**src/rtl/hazard_unit_mc_pkg.sv**
```systemverilog
// Shared types for the RV32IM hazard unit.
// Contents:
//   - fwd_sel_e:   operand forwarding mux select encoding.
//   - div_state_e: divider stall FSM states.
//   - REG_AW_DEF:  default register-index width.
//   - fwd_sel():   forwarding select from the M and W hit flags. M wins over W.
package hazard_pkg;

    localparam int REG_AW_DEF = 5;

    typedef enum logic [1:0] {
        FWD_RF = 2'b00,
        FWD_W  = 2'b01,
        FWD_M  = 2'b10
    } fwd_sel_e;

    typedef enum logic {
        IDLE = 1'b0,
        BUSY = 1'b1
    } div_state_e;

    // The M stage holds the younger result, so it takes priority over W.
    function automatic fwd_sel_e fwd_sel(input logic hit_m, input logic hit_w);
        if (hit_m)      return FWD_M;
        else if (hit_w) return FWD_W;
        else            return FWD_RF;
    endfunction

endpackage

```
**src/rtl/hazard_unit_mc_if.sv**
```systemverilog
// Pipeline <-> hazard unit signal bundle.
// Modport roles:
//   master: the pipeline datapath. It drives the register indices and control
//           flags, and receives the forwarding, stall, flush and divider controls.
//   slave:  the hazard unit.
// Parameters:
//   REG_AW: register-index width.
//   CNT_W:  width of the divide-stall performance counter.
interface hazard_if #(
    parameter int REG_AW = 5,
    parameter int CNT_W  = 16
) ();
    logic [REG_AW-1:0] rs1D, rs2D, rs1E, rs2E, rdE, rdM, rdW;
    logic              regwriteM, regwriteW;
    logic              ResultSrcE0, PCSrcE, RtypedivE, DIV_validE;
    logic [1:0]        forwardaE, forwardbE;
    logic              stallF, stallD, stallE;
    logic              flushD, flushE, flushM;
    logic              div_startE, div_busy;
    logic [CNT_W-1:0]  div_stall_cnt;

    modport master (
        output rs1D, rs2D, rs1E, rs2E, rdE, rdM, rdW,
        output regwriteM, regwriteW, ResultSrcE0, PCSrcE, RtypedivE, DIV_validE,
        input  forwardaE, forwardbE, stallF, stallD, stallE,
        input  flushD, flushE, flushM, div_startE, div_busy, div_stall_cnt
    );

    modport slave (
        input  rs1D, rs2D, rs1E, rs2E, rdE, rdM, rdW,
        input  regwriteM, regwriteW, ResultSrcE0, PCSrcE, RtypedivE, DIV_validE,
        output forwardaE, forwardbE, stallF, stallD, stallE,
        output flushD, flushE, flushM, div_startE, div_busy, div_stall_cnt
    );
endinterface

```
**src/rtl/hazard_unit_mc_div_stall_fsm.sv**
```systemverilog
// Multi-cycle divider stall controller.
// A valid divide arriving in E while the FSM is IDLE pulses div_start for one
// cycle. When DIV_LAT > 1, it also holds div_stall for DIV_LAT-1 cycles: the
// start cycle plus DIV_LAT-2 BUSY cycles. The final BUSY cycle releases the stall
// so that the divide moves to M. The stall_cnt output saturates at all-ones.
// Ports:
//   clk, rst_n: clock and asynchronous active-low reset.
//   div_req:    a valid DIV/REM instruction is in E.
//   div_start:  one-cycle launch pulse.
//   div_stall:  freeze F/D/E and bubble M.
//   busy:       the FSM is in BUSY.
//   stall_cnt:  saturating count of stall cycles.
module div_stall_fsm
    import hazard_pkg::*;
#(
    parameter int DIV_LAT = 8,
    parameter int CNT_W   = 16
) (
    input  logic             clk,
    input  logic             rst_n,
    input  logic             div_req,
    output logic             div_start,
    output logic             div_stall,
    output logic             busy,
    output logic [CNT_W-1:0] stall_cnt
);
    localparam int            CW   = (DIV_LAT > 2) ? $clog2(DIV_LAT) : 1;
    localparam logic [CW-1:0] LOAD = CW'((DIV_LAT >= 2) ? DIV_LAT - 2 : 0);

    div_state_e    state, state_n;
    logic [CW-1:0] cnt, cnt_n;

    always_ff @(posedge clk or negedge rst_n) begin
        if (!rst_n) begin
            state <= IDLE;
            cnt   <= '0;
        end else begin
            state <= state_n;
            cnt   <= cnt_n;
        end
    end

    always_comb begin
        state_n   = state;
        cnt_n     = cnt;
        div_start = 1'b0;
        div_stall = 1'b0;
        case (state)
            IDLE: if (div_req) begin
                div_start = 1'b1;
                // A single-cycle divider completes in place and needs no stall.
                if (DIV_LAT > 1) begin
                    div_stall = 1'b1;
                    cnt_n     = LOAD;
                    state_n   = BUSY;
                end
            end
            BUSY: if (cnt != '0) begin
                div_stall = 1'b1;
                cnt_n     = cnt - CW'(1);
            end else begin
                state_n = IDLE;
            end
            default: state_n = IDLE;
        endcase
        // Reset is asynchronous, so the controls must drop with it and not
        // wait for the next clock edge.
        if (!rst_n) begin
            div_start = 1'b0;
            div_stall = 1'b0;
        end
    end

    assign busy = (state == BUSY);

    always_ff @(posedge clk or negedge rst_n) begin
        if (!rst_n)
            stall_cnt <= '0;
        else if (div_stall && (stall_cnt != '1))
            stall_cnt <= stall_cnt + CNT_W'(1);
    end

endmodule

```
**src/rtl/hazard_unit_mc.sv**
```systemverilog
// Hazard unit for the 5-stage RV32IM pipeline.
// Responsibilities:
//   - M/W -> E operand forwarding (combinational).
//   - Load-use stall.
//   - Branch flush.
//   - Multi-cycle divider stall. While a divide is held in E, F/D/E are frozen
//     and M receives bubbles. While the divider stalls, flushes are masked so
//     that the held divide is never killed.
// Ports:
//   clk, rst_n: clock and asynchronous active-low reset.
//   hz:         hazard_if slave. It carries the pipeline indices and flags in,
//               and the forward, stall, flush and divider controls out.
module hazard_unit_mc
    import hazard_pkg::*;
#(
    parameter int REG_AW  = REG_AW_DEF,
    parameter int DIV_LAT = 8,
    parameter int CNT_W   = 16
) (
    input  logic    clk,
    input  logic    rst_n,
    hazard_if.slave hz
);
    logic [REG_AW-1:0] rs1D, rs2D, rs1E, rs2E, rdE, rdM, rdW;
    logic              hit_ma, hit_wa, hit_mb, hit_wb;
    logic              lwstall, div_stall;

    assign rs1D = hz.rs1D;
    assign rs2D = hz.rs2D;
    assign rs1E = hz.rs1E;
    assign rs2E = hz.rs2E;
    assign rdE  = hz.rdE;
    assign rdM  = hz.rdM;
    assign rdW  = hz.rdW;

    // x0 is hardwired to zero, so it is never forwarded.
    assign hit_ma = (rs1E != '0) && (rs1E == rdM) && hz.regwriteM;
    assign hit_wa = (rs1E != '0) && (rs1E == rdW) && hz.regwriteW;
    assign hit_mb = (rs2E != '0) && (rs2E == rdM) && hz.regwriteM;
    assign hit_wb = (rs2E != '0) && (rs2E == rdW) && hz.regwriteW;

    assign hz.forwardaE = fwd_sel(hit_ma, hit_wa);
    assign hz.forwardbE = fwd_sel(hit_mb, hit_wb);

    // A load into x0 produces no real dependency.
    assign lwstall = rst_n && hz.ResultSrcE0 && (rdE != '0) &&
                     ((rdE == rs1D) || (rdE == rs2D));

    div_stall_fsm #(
        .DIV_LAT (DIV_LAT),
        .CNT_W   (CNT_W)
    ) u_div (
        .clk       (clk),
        .rst_n     (rst_n),
        .div_req   (hz.RtypedivE && hz.DIV_validE),
        .div_start (hz.div_startE),
        .div_stall (div_stall),
        .busy      (hz.div_busy),
        .stall_cnt (hz.div_stall_cnt)
    );

    assign hz.stallE = div_stall;
    assign hz.stallD = lwstall || div_stall;
    assign hz.stallF = lwstall || div_stall;
    assign hz.flushM = div_stall;
    assign hz.flushE = rst_n && (lwstall || hz.PCSrcE) && !div_stall;
    assign hz.flushD = rst_n && hz.PCSrcE && !div_stall;

endmodule

```
**src/flat_wrapper.sv**
```systemverilog
// flat-port wrapper written by rule: the top's interface ports become plain ports
module hazard_unit_mc_flat import hazard_pkg::*;
#(
    parameter int REG_AW  = REG_AW_DEF,
    parameter int DIV_LAT = 8,
    parameter int CNT_W   = 16
)
  (clk, rst_n, hz_rs1D, hz_rs2D, hz_rs1E, hz_rs2E, hz_rdE, hz_rdM, hz_rdW, hz_regwriteM, hz_regwriteW, hz_ResultSrcE0, hz_PCSrcE, hz_RtypedivE, hz_DIV_validE, hz_forwardaE, hz_forwardbE, hz_stallF, hz_stallD, hz_stallE, hz_flushD, hz_flushE, hz_flushM, hz_div_startE, hz_div_busy, hz_div_stall_cnt);
  hazard_if #(.REG_AW(REG_AW), .CNT_W(CNT_W)) hz_i ();
  input  logic clk;
  input  logic rst_n;
  input wire logic [$bits(hz_i.rs1D)-1:0] hz_rs1D;
  input wire logic [$bits(hz_i.rs2D)-1:0] hz_rs2D;
  input wire logic [$bits(hz_i.rs1E)-1:0] hz_rs1E;
  input wire logic [$bits(hz_i.rs2E)-1:0] hz_rs2E;
  input wire logic [$bits(hz_i.rdE)-1:0] hz_rdE;
  input wire logic [$bits(hz_i.rdM)-1:0] hz_rdM;
  input wire logic [$bits(hz_i.rdW)-1:0] hz_rdW;
  input wire logic [$bits(hz_i.regwriteM)-1:0] hz_regwriteM;
  input wire logic [$bits(hz_i.regwriteW)-1:0] hz_regwriteW;
  input wire logic [$bits(hz_i.ResultSrcE0)-1:0] hz_ResultSrcE0;
  input wire logic [$bits(hz_i.PCSrcE)-1:0] hz_PCSrcE;
  input wire logic [$bits(hz_i.RtypedivE)-1:0] hz_RtypedivE;
  input wire logic [$bits(hz_i.DIV_validE)-1:0] hz_DIV_validE;
  output wire logic [$bits(hz_i.forwardaE)-1:0] hz_forwardaE;
  output wire logic [$bits(hz_i.forwardbE)-1:0] hz_forwardbE;
  output wire logic [$bits(hz_i.stallF)-1:0] hz_stallF;
  output wire logic [$bits(hz_i.stallD)-1:0] hz_stallD;
  output wire logic [$bits(hz_i.stallE)-1:0] hz_stallE;
  output wire logic [$bits(hz_i.flushD)-1:0] hz_flushD;
  output wire logic [$bits(hz_i.flushE)-1:0] hz_flushE;
  output wire logic [$bits(hz_i.flushM)-1:0] hz_flushM;
  output wire logic [$bits(hz_i.div_startE)-1:0] hz_div_startE;
  output wire logic [$bits(hz_i.div_busy)-1:0] hz_div_busy;
  output wire logic [$bits(hz_i.div_stall_cnt)-1:0] hz_div_stall_cnt;
  assign hz_i.rs1D = hz_rs1D;
  assign hz_i.rs2D = hz_rs2D;
  assign hz_i.rs1E = hz_rs1E;
  assign hz_i.rs2E = hz_rs2E;
  assign hz_i.rdE = hz_rdE;
  assign hz_i.rdM = hz_rdM;
  assign hz_i.rdW = hz_rdW;
  assign hz_i.regwriteM = hz_regwriteM;
  assign hz_i.regwriteW = hz_regwriteW;
  assign hz_i.ResultSrcE0 = hz_ResultSrcE0;
  assign hz_i.PCSrcE = hz_PCSrcE;
  assign hz_i.RtypedivE = hz_RtypedivE;
  assign hz_i.DIV_validE = hz_DIV_validE;
  assign hz_forwardaE = hz_i.forwardaE;
  assign hz_forwardbE = hz_i.forwardbE;
  assign hz_stallF = hz_i.stallF;
  assign hz_stallD = hz_i.stallD;
  assign hz_stallE = hz_i.stallE;
  assign hz_flushD = hz_i.flushD;
  assign hz_flushE = hz_i.flushE;
  assign hz_flushM = hz_i.flushM;
  assign hz_div_startE = hz_i.div_startE;
  assign hz_div_busy = hz_i.div_busy;
  assign hz_div_stall_cnt = hz_i.div_stall_cnt;
  hazard_unit_mc #(.REG_AW(REG_AW), .DIV_LAT(DIV_LAT), .CNT_W(CNT_W)) u_core (.clk(clk), .rst_n(rst_n), .hz(hz_i));
endmodule
```
**config.mk**
```make
export PLATFORM = sky130hd
export DESIGN_NAME = hazard_unit_mc_flat
export DESIGN_NICKNAME = d
export VERILOG_FILES = /design/src/rtl/hazard_unit_mc_pkg.sv /design/src/rtl/hazard_unit_mc_if.sv /design/src/rtl/hazard_unit_mc_div_stall_fsm.sv /design/src/rtl/hazard_unit_mc.sv /design/src/flat_wrapper.sv
export SDC_FILE = /design/constraint.sdc
export NUM_CORES = 1
export LEC_CHECK = 0
export BUFFER_PORTS_ARGS = -buffer_cell sky130_fd_sc_hd__buf_2
export CORE_MARGIN = 2
export CORE_UTILIZATION = 47
export DETAILED_ROUTE_END_ITERATION = 10
export GPL_ROUTABILITY_DRIVEN = 1
export GPL_TIMING_DRIVEN = 0
export HOLD_SLACK_MARGIN = 0.15
export PLACE_DENSITY_LB_ADDON = 0.08
export SYNTH_ARGS = -nofsm -noshare
export SYNTH_HDL_FRONTEND = slang
export SYNTH_SLANG_ARGS = --single-unit
```
**constraint.sdc**
```tcl
create_clock -name clk -period 2.3 [get_ports clk]
set_clock_uncertainty 0.2 [all_clocks]
set_input_delay 0.115 -clock clk [delete_from_list [all_inputs] [get_ports clk]]
set_output_delay 0.115 -clock clk [all_outputs]
set_load 0.02 [all_outputs]
```
# After elaboration in Yosys (flattened, before gate mapping)
# Cells that the tools add are included.
# classes
n_addsub	2
n_eq_ne	9
n_mux	13
bitwise	1
n_reduce_logical	26
# op_table
op	count
equality test 5 bit	6
logical AND 1 bit	17
adder 16 x 1 -> 16 bit, second input constant	1
!= test 16 bit, second input constant	1
nonzero test 5 bit	3
2-to-1 mux 1 bit	7
2-to-1 mux 3 bit	2
one-hot mux 3 bit (2 select lines)	1
2-to-1 mux 2 bit	2
logical OR 1 bit	3
nonzero test 3 bit	1
subtractor 3 x 1 -> 3 bit, second input constant	1
!= test 2 x 1 -> 1 bit, second input constant	1
!= test 2 bit, second input constant	1
one-hot mux 1 bit (2 select lines)	1
AND reduction 2 bit	1
zero test 1 bit	1
inverter 1 bit	1
# totals
reg_bits	20
wordCells	54

# Logic depth before layout (Yosys ltp)
# Gate-level depths: netlist of run 1.
# depth
word_depth	6
depth_mapped	7
mapped_depth_nobuf	7

# Cells and area by module
# Synthesis of run 1 repeated with hierarchy kept, for this count alone.
# unflattened
hier_cells	160
area_unflattened_um2	1567.8
# by_module_without_submodules
module	instances	cells_per_inst	area_each_um2	seq_area_each_um2
div_stall_fsm	1	100	1074.8	500.5
hazard_unit_mc	1	60	493.0	0.0

# Worst setup path before layout of run 1
# Ideal clock, no wire load.
# synth_timing
path_kind	reg2out
start	reg u_core.u_div.state, in the netlist u_core.u_div.busy
end	out hz_stallF
arrival_ns	1.805
required_ns	1.985
slack_ns	0.180
path_stages_with_launch	6
cell_sequence	dfrtp_1 -> and4b_1 -> a31oi_2 -> buf_6 -> o21ai_0 -> buf_4
# synth_between
elab_chain_cells	4
# synth_lines
element	line	text
start, declared	hazard_unit_mc_div_stall_fsm.sv:30	div_state_e state, state_n;
start signal, assigned	hazard_unit_mc_div_stall_fsm.sv:38	state <= state_n;
inverter 1 bit	-	
one-hot mux 1 bit (2 select lines) (*)	hazard_unit_mc_div_stall_fsm.sv:48	case (state)
2-to-1 mux 1 bit (*)	hazard_unit_mc_div_stall_fsm.sv:68	if (!rst_n) begin
logical OR 1 bit (*)	-	
end, declared	flat_wrapper.sv:27	output wire logic [$bits(hz_i.stallF)-1:0] hz_stallF;
# Mark *: on every way between the ends. The rest lies on a longest branch, timed or not.

# Worst setup path in the final report of run 1
# layout_timing
start	reg u_core.u_div.cnt[0]
end	out hz_stallF
# layout_between
elab_chain_cells	5
# layout_lines
element	line	text
start, declared	hazard_unit_mc_div_stall_fsm.sv:31	logic [CW-1:0] cnt, cnt_n;
start signal, assigned	hazard_unit_mc_div_stall_fsm.sv:39	cnt <= cnt_n;
nonzero test 3 bit	hazard_unit_mc_div_stall_fsm.sv:58	BUSY: if (cnt != '0) begin
2-to-1 mux 1 bit	hazard_unit_mc_div_stall_fsm.sv:58	
one-hot mux 1 bit (2 select lines)	hazard_unit_mc_div_stall_fsm.sv:48	
2-to-1 mux 1 bit	hazard_unit_mc_div_stall_fsm.sv:68	
logical OR 1 bit	hazard_unit_mc.sv:64	assign hz.stallF = lwstall || div_stall;
# Every way passes these cells.

==> summary.md, run 1 <==
| Metric | Value |
|---|---|
| Status | completed |
| Adder-cell share of the synthesized area | 0.0243 |
| Drt first-iter violations | 56 |
| Synthesized area | 0.00155 sq mm |
| Gr ovfl total | 0 |
| # setup viols final | 0 |
| Post-synthesis compound-gate area fraction | 0.0469 |
| Final Max Tran Viols | 0 |
| Via/cell ratio | 5.35 |
| First-pass GRT wire length | 5930 microns |
| DRT Wirelength | 3640 microns |
| Setup slack after layout | 0.104 ns |
| Pwr dens | 769 mW/mm^2 |
| Post-Synth XOR/XNOR Area | 0.243 |
| GRT Resource Usage Total | 0.208 |
| Mapped Nets | 202 |
| Place WS | 0.232 ns |
| #FFs+latches synth | 20 |
| Hold WC Path Type | input pin to flip-flop |
| CTS tree | done |
| Leak | 1.00 nW |
| Routed WL per cell | 13.0 microns |
| WP data required | 1.99 ns |
| Cell Rows | 20 |
| Antenna violations before repair | 0 |
| Top Ports | 71 |
| Max FO, Critical Path | 4 |
| Critical path startpoint category | flip-flop |
| Worst path bufs/invs | 4 |
| Slowest cell on crit path | dfrtp_1 |
| Mux contribution to synthesized area | 0.0267 |
| DIE AREA | 0.00377 sq mm |
| N_diodes | 0 |
| Final Hold Viols | 0 |
| Vias in the first global route | 1,398 |
| Sink Count | 20 |
| Inst Count DP | 270 |
| Layout cell share with drive strength beyond 1 | 0.400 |
| Syn-to-layout area delta | 32.9% |
| Critical Path End Type | primary output |
| Synth Area in Simple Gates | 0.289 |
| Via count | 1,492 |
| Initial Util | 0.499 |
| Final non-filler cell total | 279 |
| Max Clk Rate | 0.455 GHz |
| Pin count of the biggest net entering global routing | 21 |
| Die height | 61.4 microns |
| Root buffer cell | clkbuf_4 |
| Critical-path cell list | inv_1, ha_1, nand2b_1, a31oi_2, buf_6, o21ai_0, buf_4, buf_2 |
| Max-cap violations | 0 |
| Pin slew with the least headroom to its limit | 0.919 ns |
| CTS H-tree lvls | 1 |
| Arrival time at the worst endpoint | 1.88 ns |
| Routability Congestion | 0.813 |
| Post-Synthesis Cells | 156 |
| CP Class | flip-flop to primary output |
| Worst slew margin | 0.385 |
| Layout Utilization | 0.663 |
| Setup TNS | 0 ns |
| DRC viols | 0 |
| Core area | 0.00310 sq mm |
| Largest family of logic cells by synthesized area | simple AND/OR/NAND/NOR gates |
| Post-route ant nets | 0 |
| Final net count | 282 |
| Crit path max-delay family | buffers and inverters |
| Warnings from Yosys | 0 |
| Maximum clock path buffer count | 2 |
| Die width | 61.4 microns |
| Drt pass-1 iters | 4 |
| Worst skew pair latency | 0.30 ns |
| Library cells used by synthesis | 39 |
| PortBufs | 70 |
| Detailed Place HPWL | 2840 microns |
| CTS buffer count | 3 |
| Clock transition at path regs | 0.12 ns |
| Peak supply drop | 0.000531 V |
| Synth Area per Inst | 9.92 sq um |
| Final Cycle Share | 0.955 |
| RSZ-0062 raised after global routing | yes |
| Slowest stage delay, CP | 0.39 ns |
| Tmin final | 2.20 ns |
| Register area share after synthesis | 0.323 |
through the flow:
stage | cell area, sq um | total power, mW | hold slack, ns
after floorplan | 1550 | 1.03 | -0.381
after global placement | 1950 | 1.25 | -0.0865
after detailed placement | 1950 | 1.27 | -0.0787
after CTS | 2050 | 1.59 | 0.255
after global routing | 2060 | 1.70 | 0.327
final | 2060 | 1.58 | 0.275
placed cells by master (no fill, tap or decap), types with 2 or more instances in the layout:
cell type / instances
or4_1: 3
mux2_4: 2
dfrtp_1: 20
and3_1: 2
dlygate4sd3_1: 4
clkbuf_4: 3
ha_1: 3
xnor2_1: 20
xor2_1: 23
nand3_1: 9
o21ai_0: 2
nand4b_1: 2
buf_2: 70
buf_4: 6
and4_1: 3
nand2_1: 6
inv_1: 5
nand2b_1: 2
nor3_1: 7
nor4b_4: 2
nand4_1: 10
nor4_1: 4
nor2_1: 6
area by class of cell:
cell class / count / area [sq um]
clock inverters: 1 / 30.0
flip-flops and latches: 20 / 500
fillers: 288 / 1050
inverters: 6 / 22.5
multi-input cells: 124 / 980
clock buffers: 3 / 22.5
repair buffers: 75 / 398
plain buffers: 6 / 48.8
well taps: 44 / 55.1
path summary, 6_finish.rpt:
check | start | endpoint | slack (ns) | cells after the start
worst min-delay path | rst_n | u_core.u_div.stall_cnt[12] | 0.28 | 5
worst max register to register | u_core.u_div.stall_cnt[0] | u_core.u_div.stall_cnt[1] | 0.22 | 6
worst min register to register | u_core.u_div.stall_cnt[7] | u_core.u_div.stall_cnt[7] | 0.30 | 1
worst max-delay path | u_core.u_div.cnt[0] | hz_stallF | 0.10 | 8
min in group asynchronous | rst_n | u_core.u_div.stall_cnt[12] | 0.36 | 2
max in group asynchronous | rst_n | u_core.u_div.busy | 0.98 | 2
tightest hold or removal path, delay by kind of cell:
| kind | cells | cell delay, ns |
|---|---|---|
| compound gates | 1 | 0.24 |
| simple gates | 1 | 0.10 |
| buf+inv | 2 | 0.24 |
| xor+xnor | 1 | 0.06 |
power breakdown:
part	internal, mW	switching (mW)	leakage [nW]
logic	0.316	0.417	0.716
clock network	0.176	0.115	0.0279
registers	0.446	0.112	0.256
cells in the mapped netlist:
library cell / count / area, sq um
nor2_1: 6 / 22.5
and3b_2: 1 / 10.0
dfrtp_1: 20 / 500
nand4b_1: 2 / 17.5
inv_1: 5 / 18.8
nor4b_4: 2 / 47.6
and2_1: 1 / 6.26
o31ai_1: 1 / 7.51
nor2_4: 1 / 11.3
mux2_4: 2 / 30.0
nand4_1: 10 / 62.6
buf_6: 1 / 11.3
a31oi_2: 1 / 12.5
buf_4: 5 / 37.5
and4b_1: 1 / 10.0
a32oi_1: 1 / 8.76
a22oi_1: 1 / 7.51
mux2_2: 1 / 11.3
nor2b_1: 1 / 6.26
and4_4: 1 / 11.3
or4_1: 3 / 22.5
nor3_1: 7 / 35.0
nor4_4: 1 / 21.3
o21ai_0: 2 / 10.0
nand2b_1: 2 / 12.5
and4bb_2: 1 / 12.5
nand3_1: 9 / 45.0
nor4_1: 4 / 25.0
inv_2: 1 / 3.75
nor3b_1: 1 / 7.51
ha_1: 3 / 37.5
nand2_1: 6 / 22.5
xnor2_1: 20 / 175
xor2_1: 23 / 201
and4_1: 3 / 26.3
o211ai_1: 1 / 7.51
and3_1: 2 / 12.5
o221ai_1: 1 / 8.76
a21oi_1: 2 / 10.0
sequential cells by signal, indices dropped and copies added, names as in the netlist:
| register | count |
|---|---|
| u_core.u_div.stall_cnt | 16 |
| u_core.u_div.busy | 1 |
| u_core.u_div.cnt | 3 |
per-layer routing:
layer	up-vias	part of all wire	global-route usage
li1	717	-	-
met1	707	0.43	0.268
met2	61	0.50	0.351
met3	7	0.053	0.0294
met4	0	0.012	0.0881
met5	-	0	0
what timing repair did:
action | CTS | global route
hold buffers | 4 | 0
resized for setup | 0 | 1
pin swaps | 0 | 2
gates cloned | 0 | 0
buffers inserted | 1 | 0
endpoints found under the setup margin | 1 | 2
endpoints found under the hold margin | 24 | 0
cells by family (layout without fill, tap and decap cells):
logic type,Yosys count,after routing
AOI/OAI and AO/OA,10,10
xor gates and xnor gates,43,43
adders and majority gates,3,3
buffers and inverters,12,91
DFF,20,20
muxes,3,3
and+or+nand+nor,65,65
Note: power is estimated with default switching activity, not from simulation.
==> inputs of run 2 (changes only) <==
--- a/config.mk
+++ b/config.mk
@@ -6,8 +6,10 @@
 export NUM_CORES = 1
 export LEC_CHECK = 0
 export BUFFER_PORTS_ARGS = -buffer_cell sky130_fd_sc_hd__buf_2
+export CELL_PAD_IN_SITES_DETAIL_PLACEMENT = 0
+export CELL_PAD_IN_SITES_GLOBAL_PLACEMENT = 1
 export CORE_MARGIN = 2
-export CORE_UTILIZATION = 47
+export CORE_UTILIZATION = 37
 export DETAILED_ROUTE_END_ITERATION = 10
 export GPL_ROUTABILITY_DRIVEN = 1
 export GPL_TIMING_DRIVEN = 0
==> constraint.sdc (replaced) <==
create_clock -name clk -period 2.8 [get_ports clk]
set_clock_uncertainty 0.2 [all_clocks]
set_input_delay 0.14 -clock clk [delete_from_list [all_inputs] [get_ports clk]]
set_output_delay 0.14 -clock clk [all_outputs]
set_load 0.02 [all_outputs]
==> run 2 against run 1 <==
Net effect: combinational power decreased by 19%; clock-buffer cell count unchanged; worst setup slack improved by 0.20 ns; register-to-register slack improved by 0.50 ns; die area increased by 25%; final area decreased by 0.73%; via count decreased by 1.5%; hold slack got worse by 0.075 ns; final cell count increased by 1.4%; sequential power decreased by 18%; sequential cell count unchanged; non-clock buffer count decreased by 1; critical path type is now input pin to primary output; largest cell class unchanged.
==> summary.md, run 2 (synthesized netlist as in run 1, its figures left out) <==
| Metric | Value |
|---|---|
| Max reg flops | 16 (unchanged) |
| Comb pwr share | 0.480 (was 0.464) |
| Final net count | 281 (was 282) |
| Sequential share of power | 0.370 (was 0.353) |
| Layout cell share with drive strength beyond 1 | 0.391 (was 0.400) |
| Max-cap violations | 0 (unchanged) |
| CTS buffer count | 3 (unchanged) |
| WP data required | 2.46 ns (was 1.99 ns) |
| GRT Resource Usage Total | 0.167 (was 0.208) |
| First-pass GRT wire length | 5970 microns (was 5930 microns) |
| Syn-to-layout area delta | 31.9% (was 32.9%) |
| Critical path startpoint category | input pin (was flip-flop) |
| Tmin final | 2.50 ns |
| # setup viols final | 0 (unchanged) |
| Sw frac | 0.424 (was 0.407) |
| Maximum clock path buffer count | 2 (unchanged) |
| Total power | 1.24 mW (was 1.58 mW) |
| Max Clk Rate | 0.401 GHz |
| Pwr dens | 607 mW/mm^2 (was 769 mW/mm^2) |
| Status | completed (unchanged) |
| Core area | 0.00400 sq mm (was 0.00310 sq mm) |
| Via count | 1,469 (was 1,492) |
| Initial Util | 0.387 (was 0.499) |
| CP Class | input pin to primary output (was flip-flop to primary output) |
| Most frequent cells in the layout | buf_2 (70), xor2_1 (23), xnor2_1 (20), dfrtp_1 (20), nand4_1 (10) (unchanged) |
| Vias in the first global route | 1,365 (was 1,398) |
| Arrival time at the worst endpoint | 2.16 ns (was 1.88 ns) |
| Met3 wire length | 294 microns (was 193 microns) |
| Antenna violations before repair | 0 (unchanged) |
| Via/cell ratio | 5.19 (was 5.35) |
| Biggest register | u_core.u_div.stall_cnt (unchanged) |
| DRT Wirelength | 3720 microns (was 3640 microns) |
| Hold WC Path Type | input pin to async pin (was input pin to flip-flop) |
| Pin count of the biggest net entering global routing | 25 (was 21) |
| Post-CTS setup buffers | 0 (was 1) |
| Sw Pwr | 525 uW (was 643 uW) |
| Routability Congestion | 0.820 (was 0.813) |
| Leak | 0.989 nW (was 1.00 nW) |
| CTS tree | done (unchanged) |
| Clock transition at path regs | 0.07 ns (was 0.12 ns) |
| Post-route ant nets | 0 (unchanged) |
| CTS resizes | 0 (unchanged) |
| DIE AREA | 0.00472 sq mm (was 0.00377 sq mm) |
| Clock Power Share | 0.150 (was 0.184) |
| Setup TNS | 0 ns (unchanged) |
| Final Max Tran Viols | 0 (unchanged) |
| DRC viols | 0 (unchanged) |
| Most common cell after layout, fill and taps aside | buf_2 (unchanged) |
| Peak supply drop | 0.000252 V (was 0.000531 V) |
| RSZ-0062 raised after global routing | no (was yes) |
| N_diodes | 0 (unchanged) |
| Pin slew with the least headroom to its limit | 0.542 ns (was 0.919 ns) |
| Internal power | 714 uW (was 938 uW) |
| Cell Rows | 23 (was 20) |
| Final Cycle Share | 0.891 |
| Top Ports | 71 (unchanged) |
| Die width | 68.7 microns (was 61.4 microns) |
| Drt pass-1 iters | 4 (unchanged) |
| PortBufs | 70 (unchanged) |
| CTS H-tree lvls | 1 (unchanged) |
| Worst skew pair latency | 0.26 ns (was 0.30 ns) |
| Sink Count | 20 (unchanged) |
| Drt first-iter violations | 72 (was 56) |
| M1 WL | 1600 microns (was 1580 microns) |
| Routed WL per cell | 13.1 microns (was 13.0 microns) |
| Critical Path End Type | primary output (unchanged) |
| Top sig layer | met4 (unchanged) |
| Detailed Place HPWL | 2990 microns (was 2840 microns) |
| Max FO, Critical Path | 24 (was 4) |
| Root buffer cell | clkbuf_8 (was clkbuf_4) |
| Gr ovfl total | 0 (unchanged) |
| Routed length on met2 | 1790 microns (was 1820 microns) |
| Die height | 68.7 microns (was 61.4 microns) |
| Worst slew margin | 0.639 (was 0.385) |
| Final Hold Viols | 0 (unchanged) |
| CTS Hold Bufs | 4 (unchanged) |
run 2: changes by cell type in the layout (fill, tap and decap cells not counted):
cell | before | now
clkbuf_4 | 3 | 0
a21oi_2 | 1 | 0
a21oi_1 | 1 | 2
clkbuf_8 | 0 | 3
buf_4 | 6 | 5
bufinv_16 | 1 | 0
run 2: final timing paths:
path	start	end	slack (ns)	cells past startpoint
worst max-delay path	rst_n	hz_stallF	0.30	8
worst min-delay path	rst_n	u_core.u_div.cnt[2]	0.20	2
worst max register to register	u_core.u_div.stall_cnt[0]	u_core.u_div.stall_cnt[1]	0.72	6
worst min register to register	u_core.u_div.stall_cnt[7]	u_core.u_div.stall_cnt[7]	0.31	1
max in group asynchronous	rst_n	u_core.u_div.busy	1.84	2
min in group clk	u_core.u_div.stall_cnt[7]	u_core.u_div.stall_cnt[7]	0.31	1
run 2: through the flow:
step / hold slack [ns] / utilization / area [sq um] / instances / setup WS, ns
4_1_cts: 0.219 / 0.510 / 2040 / 283 / 0.264
5_1_grt: 0.250 / 0.510 / 2040 / 283 / 0.147
3_3_place_gp: -0.0617 / 0.490 / 1960 / 276 / 0.769
6_report: 0.200 / 0.510 / 2040 / 283 / 0.305
3_5_place_dp: -0.0451 / 0.490 / 1960 / 276 / 0.722
2_1_floorplan: -0.356 / - / 1550 / 156 / 0.655
run 2: power by group through the flow:
stage,logic [mW],registers [mW],clock network (mW)
finish,0.595,0.459,0.185
global route,0.665,0.474,0.204
CTS,0.605,0.458,0.192
detailed placement,0.592,0.463,0
global placement,0.577,0.455,0
floorplan,0.333,0.513,0
run 2: cell type report:
cell class,count,area [sq um]
clock buffer,3,41.3
tap,50,62.6
fill,389,1960
inverter,6,22.5
sequential,20,500
timing repair buffer,74,390
multi-input combinational,124,976
buffer,6,48.8
run 2: metal layers:
| metal | vias up | global-route usage |
|---|---|---|
| met2 | 73 | 0.282 |
| met4 | 0 | 0.0700 |
| met5 | - | 0 |
| met1 | 677 | 0.210 |
| met3 | 4 | 0.0260 |
| li1 | 715 | - |
run 2: critical path, cell delays in order:
cell	delay, ns
dlygate4sd3_1	0.53
buf_2	0.30
and4b_1	0.32
a31oi_2	0.21
buf_6	0.21
o21ai_0	0.14
buf_4	0.15
buf_2	0.15
==> inputs of run 3 (changes only) <==
--- a/config.mk
+++ b/config.mk
@@ -8,7 +8,6 @@
 export BUFFER_PORTS_ARGS = -buffer_cell sky130_fd_sc_hd__buf_2
 export CELL_PAD_IN_SITES_DETAIL_PLACEMENT = 0
 export CELL_PAD_IN_SITES_GLOBAL_PLACEMENT = 1
-export CORE_MARGIN = 2
 export CORE_UTILIZATION = 37
 export DETAILED_ROUTE_END_ITERATION = 10
 export GPL_ROUTABILITY_DRIVEN = 1
==> run 3 against run 2 <==
Net effect: the flow now finishes with violations (design-rule violations); maximum frequency grew 0.80%; non-clock buffer count shrank 1; sequential power is essentially flat; core utilization shrank 0.25 points; first-iteration DRC count shrank 9.7%; largest cell class unchanged; final cell count shrank 0.35%; global-route usage grew 0.68 points; final area shrank 0.49%; highest routed layer unchanged.
==> summary.md, run 3 (synthesized netlist as in run 1, its figures left out) <==
| Metric | Value |
|---|---|
| Routability Congestion | 0.870 (was 0.820) |
| Critical path startpoint category | input pin (unchanged) |
| RSZ-0062 raised after global routing | no (unchanged) |
| Reg2Reg Depth | 6 (unchanged) |
| Initial Util | 0.387 (unchanged) |
| Vias in the first global route | 1,396 (was 1,365) |
| Max FO, Critical Path | 24 (unchanged) |
| Root buffer cell | clkbuf_8 (unchanged) |
| Antenna violations before repair | 0 (unchanged) |
| Layout cell share with drive strength beyond 1 | 0.392 (was 0.391) |
| DRC viols | 2 (was 0) |
| Final Max Tran Viols | 0 (unchanged) |
| PortBufs | 70 (unchanged) |
| Pin count of the biggest net entering global routing | 25 (unchanged) |
| R2r setup slk | 0.73 ns (was 0.72 ns) |
| Arrival time at the worst endpoint | 2.14 ns (was 2.16 ns) |
| Pin slew with the least headroom to its limit | 0.529 ns (was 0.542 ns) |
| Hold WC Path Type | input pin to flip-flop (was input pin to async pin) |
| First-pass GRT wire length | 5950 microns (was 5970 microns) |
| Final net count | 280 (was 281) |
| Setup TNS | 0 ns (unchanged) |
| Leak | 0.985 nW (was 0.989 nW) |
| Hold Crit Start | hz_RtypedivE |
| Violated checks | design-rule violations |
| CTS H-tree lvls | 1 (unchanged) |
| CP Class | input pin to primary output (unchanged) |
| Tmin final | 2.48 ns (was 2.50 ns) |
| Die width | 66.7 microns (was 68.7 microns) |
| Core area | 0.00400 sq mm (unchanged) |
| Via/cell ratio | 5.10 (was 5.19) |
| Cell Rows | 23 (unchanged) |
| CTS tree | done (unchanged) |
| DRT Wirelength | 3450 microns (was 3720 microns) |
| Top Ports | 71 (unchanged) |
| Drt pass-1 iters | 7 (was 4) |
| Terminus of the critical flop-to-flop path | u_core.u_div.stall_cnt[1] (unchanged) |
| Critical Path End Type | primary output (unchanged) |
| N_diodes | 0 (unchanged) |
| Sink Count | 20 (unchanged) |
| Die height | 66.7 microns (was 68.7 microns) |
| Via count | 1,439 (was 1,469) |
| Peak supply drop | 0.000230 V (was 0.000252 V) |
| Pwr dens | 605 mW/mm^2 (was 607 mW/mm^2) |
| Drt first-iter violations | 65 (was 72) |
| Most frequent cells in the layout | buf_2 (70), xor2_1 (23), xnor2_1 (20), dfrtp_1 (20), nand4_1 (10) (unchanged) |
| # setup viols final | 0 (unchanged) |
| Hold endpoint | u_core.u_div.busy |
| Biggest register | u_core.u_div.stall_cnt (unchanged) |
| WP data required | 2.46 ns (about the same) |
| Final Hold Viols | 0 (unchanged) |
| Worst slew margin | 0.648 (was 0.639) |
| GRT Resource Usage Total | 0.174 (was 0.167) |
| Setup slack after layout | 0.325 ns (was 0.305 ns) |
| Final Cycle Share | 0.884 (was 0.891) |
| Max Clk Rate | 0.404 GHz (was 0.401 GHz) |
| Maximum clock path buffer count | 2 (unchanged) |
| Place WS | 0.738 ns (was 0.722 ns) |
| Routed WL per cell | 12.2 microns (was 13.1 microns) |
| Detailed Place HPWL | 2840 microns (was 2990 microns) |
| Post-CTS setup buffers | 0 (unchanged) |
| Fillers | 377 (was 389) |
| Hold depth | 4 |
| Clock transition at path regs | 0.07 ns (about the same) |
| Worst skew pair latency | 0.25 ns (was 0.26 ns) |
| Max-cap violations | 0 (unchanged) |
| Post-route ant nets | 0 (unchanged) |
| CTS resizes | 0 (unchanged) |
| Gr ovfl total | 0 (unchanged) |
| Critical R2R Launch | u_core.u_div.stall_cnt[0] (unchanged) |
| CTS buffer count | 3 (unchanged) |
| DIE AREA | 0.00445 sq mm (was 0.00472 sq mm) |
| Max reg flops | 16 (unchanged) |
| Status | complete, but fails checks (was completed) |
| Most common cell after layout, fill and taps aside | buf_2 (unchanged) |
| Syn-to-layout area delta | 31.3% (was 31.9%) |
[run 3: changes by cell type in the layout (fill, tap and decap cells not counted), sizes merged]
cell / delta
dlygate4sd3: -1
[run 3: layer usage]
metal,vias to the layer above,global-route usage,part of all wire
met5,-,0,0
met4,0,0.0691,0.012
met3,5,0.0308,0.061
met2,61,0.302,0.47
met1,659,0.209,0.46
li1,714,-,-
[run 3: stage by stage]
| step | area [sq um] | hold WS [ns] | power [mW] | util | std cells |
|---|---|---|---|---|---|
| after global placement | 1960 | -0.0612 | 1.03 | 0.490 | 276 |
| after CTS | 2030 | 0.152 | 1.25 | 0.508 | 282 |
| after global routing | 2030 | 0.185 | 1.34 | 0.508 | 282 |
| final | 2030 | 0.153 | 1.23 | 0.508 | 282 |
| after floorplan | 1550 | -0.356 | 0.845 | - | 156 |
| after detailed placement | 1960 | -0.0500 | 1.05 | 0.490 | 276 |
[run 3: cell type report]
| class | count | area (sq um) | area share |
|---|---|---|---|
| Multi-Input combinational cell | 124 | 976 | 0.480 |
| Sequential cell | 20 | 500 | 0.246 |
| Timing Repair Buffer | 73 | 380 | 0.187 |
| Tap cell | 50 | 62.6 | 0.0308 |
| Buffer | 6 | 48.8 | 0.0240 |
| Clock buffer | 3 | 41.3 | 0.0203 |
| Inverter | 6 | 22.5 | 0.0111 |
[run 3: timing repair]
item,CTS,global route
hold endpoints to repair,22,0
endpoints found under the setup margin,0,0
hold buffers,3,0
[run 3: worst max-delay path by stage]
stage	from	end	slack, ns	cells after the start
floorplan	u_core.u_div.busy	hz_stallF	0.65	5
global placement	u_core.u_div.stall_cnt[0]	u_core.u_div.stall_cnt[1]	0.77	6
detailed placement	u_core.u_div.stall_cnt[0]	u_core.u_div.stall_cnt[1]	0.74	6
CTS	rst_n	hz_stallF	0.28	8
global route	rst_n	hz_stallF	0.18	8
finish	rst_n	hz_stallF	0.32	8
[run 3: critical path, cell delays in order]
cell	delay, ns
dlygate4sd3_1	0.53
buf_2	0.30
and4b_1	0.31
a31oi_2	0.21
buf_6	0.21
o21ai_0	0.14
buf_4	0.15
buf_2	0.15
[run 3: power by group]
part / switching [mW] / internal [mW]
registers: 0.0890 / 0.367
logic: 0.339 / 0.250
clock network: 0.0893 / 0.0957
